[src/rtl/serial_pattern_tx.sv]
// Serialises a parallel pattern MSB-first onto x, one bit per clock, with an
// optional low idle gap after each frame. Feeds the x input of sequence detectors.
module serial_pattern_tx #(
    parameter int WIDTH = 8,
    parameter int LEN_W = 4,
    parameter int GAP   = 2
) (
    input  logic             clk,
    input  logic             reset,
    input  logic [WIDTH-1:0] pat_in,
    input  logic [LEN_W-1:0] pat_len,
    input  logic             pat_valid,
    output logic             pat_ready,
    output logic             x,
    output logic             x_valid,
    output logic             last,
    output logic             busy,
    output logic             done
);
    localparam int GW = (GAP > 0) ? $clog2(GAP + 1) : 1;

    typedef enum logic [1:0] {S_IDLE, S_SHIFT, S_GAP, S_DONE_ZERO} state_t;

    state_t           state;
    logic [WIDTH-1:0] shreg;
    logic [LEN_W-1:0] bit_cnt;
    logic [GW-1:0]    gap_cnt;
    logic [LEN_W-1:0] len_eff;
    logic [WIDTH-1:0] aligned;
    logic             take;

    // Clamp the length, then left-justify so bit [len-1] lands in the MSB.
    assign len_eff = (pat_len > LEN_W'(WIDTH)) ? LEN_W'(WIDTH) : pat_len;
    assign aligned = pat_in << (LEN_W'(WIDTH) - len_eff);

    assign last      = reset && (state == S_SHIFT) && x_valid && (bit_cnt == LEN_W'(1));
    assign pat_ready = reset && ((state == S_IDLE) || ((GAP == 0) && last));
    assign take      = pat_valid && pat_ready;

    always_ff @(posedge clk) begin
        if (!reset) begin
            state   <= S_IDLE;
            shreg   <= '0;
            bit_cnt <= '0;
            gap_cnt <= '0;
            x       <= 1'b0;
            x_valid <= 1'b0;
            busy    <= 1'b0;
            done    <= 1'b0;
        end else begin
            done <= 1'b0;
            case (state)
                S_IDLE: ;
                S_SHIFT: begin
                    if (bit_cnt == LEN_W'(1)) begin
                        x       <= 1'b0;
                        x_valid <= 1'b0;
                        if (GAP > 0) begin
                            state   <= S_GAP;
                            gap_cnt <= GW'(GAP);
                        end else begin
                            state <= S_IDLE;
                            busy  <= 1'b0;
                            done  <= 1'b1;
                        end
                    end else begin
                        shreg   <= shreg << 1;
                        x       <= shreg[WIDTH-2];
                        bit_cnt <= bit_cnt - LEN_W'(1);
                    end
                end
                S_GAP: begin
                    if (gap_cnt == GW'(1)) begin
                        state <= S_IDLE;
                        busy  <= 1'b0;
                        done  <= 1'b1;
                    end else begin
                        gap_cnt <= gap_cnt - GW'(1);
                    end
                end
                S_DONE_ZERO: begin
                    state <= S_IDLE;
                    done  <= 1'b1;
                end
                default: state <= S_IDLE;
            endcase

            // A load overrides the end-of-frame path but keeps its done pulse.
            if (take) begin
                shreg   <= aligned;
                bit_cnt <= len_eff;
                if (len_eff != '0) begin
                    state   <= S_SHIFT;
                    x       <= aligned[WIDTH-1];
                    x_valid <= 1'b1;
                    busy    <= 1'b1;
                end else begin
                    state   <= S_DONE_ZERO;
                    x       <= 1'b0;
                    x_valid <= 1'b0;
                    busy    <= 1'b0;
                end
            end
        end
    end
endmodule
[config.mk]
export PLATFORM = sky130hd
export DESIGN_NAME = serial_pattern_tx
export DESIGN_NICKNAME = d
export VERILOG_FILES = /design/src/rtl/serial_pattern_tx.sv
export SDC_FILE = /design/constraint.sdc
export NUM_CORES = 1
export LEC_CHECK = 0
export CORE_ASPECT_RATIO = 0.6
export CORE_MARGIN = 2
export CORE_UTILIZATION = 45
export CTS_CLUSTER_DIAMETER = 60
export DETAILED_ROUTE_END_ITERATION = 12
export DONT_BUFFER_PORTS = 1
export PLACE_DENSITY = 0.62
export SETUP_SLACK_MARGIN = 0.1
export SLEW_MARGIN = 0
export SYNTH_ARGS = -nofsm -noshare
export SYNTH_HDL_FRONTEND = slang
export SYNTH_SLANG_ARGS = --single-unit
[constraint.sdc]
create_clock -name clk -period 2.3 [get_ports clk]
set_input_delay 0.575 -clock clk [delete_from_list [all_inputs] [get_ports clk]]
set_output_delay 0.575 -clock clk [all_outputs]
set_load 0.01 [all_outputs]
==> impl_metrics.py <==
metrics = {
    "timing": {
        "fin_skew_ns": 0.00187,
        "drv_slew": 0,
        "setup_viol": 0,
        "hold_slack_ns": 0.430,
        "fin_crit_sh_pct": 90.5,
        "worst_pin_slew_ns": 0.566,
        "relSlewSlack_pct": 62.1,
        "fmax_ghz": 0.480,
        "finalHoldViolCount": 0,
        "min_period_ns": 2.08,
        "rsz0062_at_grt": "no",
        "setup_tns_ns": 0,
    },
    "grt": {
        "grt_pass1_wl_um": 5490,
        "overflow": 0,
        "met1_usage_pct": 32.4,
        "grt_use_met3_pct": 5.15,
        "grt_use_met2_pct": 29.7,
        "grt_max_degree": 17,
        "antenna_found_initial": 0,
        "grt_pass1_vias": 1087,
        "track_usage_pct": 21.3,
        "grt_busiest_layer": "met1",
    },
    "placed_design": {
        "io_buffers": 0,
        "gp_congestion": 0.867,
        "dp_hpwl_um": 2490,
    },
    "synth": {
        "syn-num-nets": 183,
        "synth.top_cells.by_area": "dfxtp_1 28%, ha_1 7.2%, mux4_2 6.5%, a21oi_1 4.3%, o21ai_0 4.3%",
        "syn_inst": 160,
        "synth.top_cell.area_share_pct": 27.5,
        "ys_seq_area_share_pct": 27.5,
        "synth_most_common_cell": "dfxtp_1",
        "synth_flop_cell": "dfxtp_1",
        "syn_area_um2": 1380,
        "synthDistinctLibCells": 49,
        "synth_common_cells": "19 x dfxtp_1, 12 x a21oi_1, 12 x o21ai_0, 11 x nand3_1, 10 x nand2_1",
        "synth_edf_count": 0,
        "yosys.area.top_type": "dfxtp_1",
        "ys.warnings.count": 0,
        "synth_area_per_cell_um2": 8.63,
        "async_flop_share_pct": 0,
        "ys_ff_latch": 19,
    },
    "cells_and_area": {
        "syn2layout_area_growth_pct": 5.62,
        "diodes": 0,
        "nets": 182,
        "drive_above_1_share_pct": 14.6,
    },
    "setup_path": {
        "worstReg2RegEnd": "shreg[6]$_SDFFE_PN0P_",
        "critPathMaxFanout": 3,
        "worstRegToRegCells": 6,
        "required_ns": 1.73,
        "r2r_start": "state[1]$_SDFFE_PN0P_",
        "cp-endpoint": "last",
        "cp-start-kind": "flop",
        "crit_path_end_kind": "primary output",
        "rrSetupSlack_ns": 0.56,
        "critPathKind": "flop to primary output",
        "crit_arrival_ns": 1.51,
        "startpoint": "bit_cnt[1]$_SDFFE_PN0P_",
    },
    "die": {
        "die-width_um": 75.5,
        "initial_utilization_pct": 47.8,
        "die-area_um2": 3540,
        "coreArea_um2": 2890,
        "ios": 21,
        "num_rows": 15,
        "dieHeight_um": 46.9,
    },
    "cts": {
        "hold_buffers": 0,
        "clock_sinks": 19,
        "cts_buffers": 3,
        "cts.path.max_buffers": 2,
        "cts_htree_levels": 1,
        "cts.clk_slew.worst_paths_ns": 0.07,
        "cts_tree": "done",
        "cts_root_buffer": "clkbuf_8",
        "post_cts_buffers": 0,
        "clk_latency_ns": 0.26,
    },
    "hold_path": {
        "worstHoldPathType": "primary input to flop",
    },
    "detailed_routing": {
        "post-route-drc-count": 0,
        "wl_per_cell_um": 16.1,
        "routed_wl_um": 3220,
        "dr.pass1.iters": 4,
        "dr_total_vias": 1173,
        "drtIter0Drc": 100,
        "antenna_left": 0,
        "via_per_inst": 5.87,
    },
    "flow_run": {
        "maxCapViolCount": 0,
    },
    "power": {
        "vdd_drop_max_mv": 0.355,
        "p_per_area_nw_per_um2": 828,
        "p_leak_uw": 0.000544,
    },
    "status": {
        "outcome": "finished clean",
    },
}
## how the worst min path moves through the flow
| stage | to | from | slack [ns] | cells past startpoint |
|---|---|---|---|---|
| floorplan | shreg[0]$_SDFFE_PN0P_ | shreg[0]$_SDFFE_PN0P_ | 0.44 | 2 |
| global placement | shreg[0]$_SDFFE_PN0P_ | shreg[0]$_SDFFE_PN0P_ | 0.45 | 2 |
| detailed placement | shreg[0]$_SDFFE_PN0P_ | shreg[0]$_SDFFE_PN0P_ | 0.46 | 2 |
| CTS | bit_cnt[1]$_SDFFE_PN0P_ | reset | 0.43 | 1 |
| global route | gap_cnt[1]$_SDFFE_PN0P_ | reset | 0.42 | 1 |
| finish | bit_cnt[1]$_SDFFE_PN0P_ | reset | 0.43 | 1 |
## cell families (layout without fill, tap and decap cells)
logic type,Yosys count,after routing,synth area share [%]
AO/OA/AOI/OAI,46,46,22.2
AND/OR/NAND/NOR,54,54,23.0
XOR/XNOR,4,4,2.54
multiplexers,10,10,11.0
buffers and inverters,19,17,6.52
adder cells (fa/ha/maj),8,8,7.25
flip-flops,19,19,27.5
## stage by stage
stage / std cells / cell area (um^2) / util, % / setup WS [ns] / power (uW)
2_1_floorplan: 160 / 1380 / - / 0.110 / 873
3_3_place_gp: 196 / 1410 / 48.7 / 0.184 / 960
3_5_place_dp: 196 / 1410 / 48.7 / 0.108 / 968
4_1_cts: 200 / 1450 / 50.3 / 0.116 / 1210
5_1_grt: 200 / 1460 / 50.5 / 0.140 / 1310
6_report: 200 / 1460 / 50.5 / 0.218 / 1210
## cells in the final DEF (no fill, tap or decap), types with 5 or more instances in the layout
| master | instances |
|---|---|
| mux2i_1 | 5 |
| nor2_1 | 7 |
| nand2_1 | 10 |
| a21oi_1 | 12 |
| o21ai_0 | 12 |
| dfxtp_1 | 19 |
| ha_1 | 8 |
| nand3_1 | 11 |
| nand2b_1 | 5 |
| inv_1 | 8 |
## repair_timing
action | CTS | global route
hold endpoints to repair | 0 | 0
resized for setup | 0 | 1
endpoints found under the setup margin | 0 | 1
## state kept, by name, indices dropped and copies added, names as in the netlist
register  cells
bit_cnt       4
x             1
state         2
shreg         7
done          1
x_valid       1
busy          1
gap_cnt       2
## report_power, final
group | total, uW | switching, uW | internal, uW | leakage [uW]
combinational | 504 | 282 | 222 | 0.000363
sequential | 466 | 60.0 | 406 | 0.000156
clock | 238 | 117 | 121 | 0.0000255
## layout make-up
cell class / count / area [um^2]
Timing Repair Buffer: 4 / 30.0
Multi-Input combinational cell: 122 / 916
Tap cell: 42 / 52.6
Inverter: 9 / 33.8
Fill cell: 279 / 1430
Clock inverter: 1 / 5.00
Sequential cell: 19 / 380
Clock buffer: 3 / 41.3
## layer usage
metal	part of all wire, %	up-vias	wire length (um)
li1	-	586	-
met2	41	30	1310
met3	6.2	5	199
met1	52	552	1670
met4	1.1	0	36
met5	0	-	0
## worst max-delay path, stage by stage, from the launching register on
cell and delay, ns:
dfxtp_1 0.33, inv_1 0.08, ha_1 0.16, or3b_1 0.42, nor3_2 0.26
(Power assumes the default switching activity.)
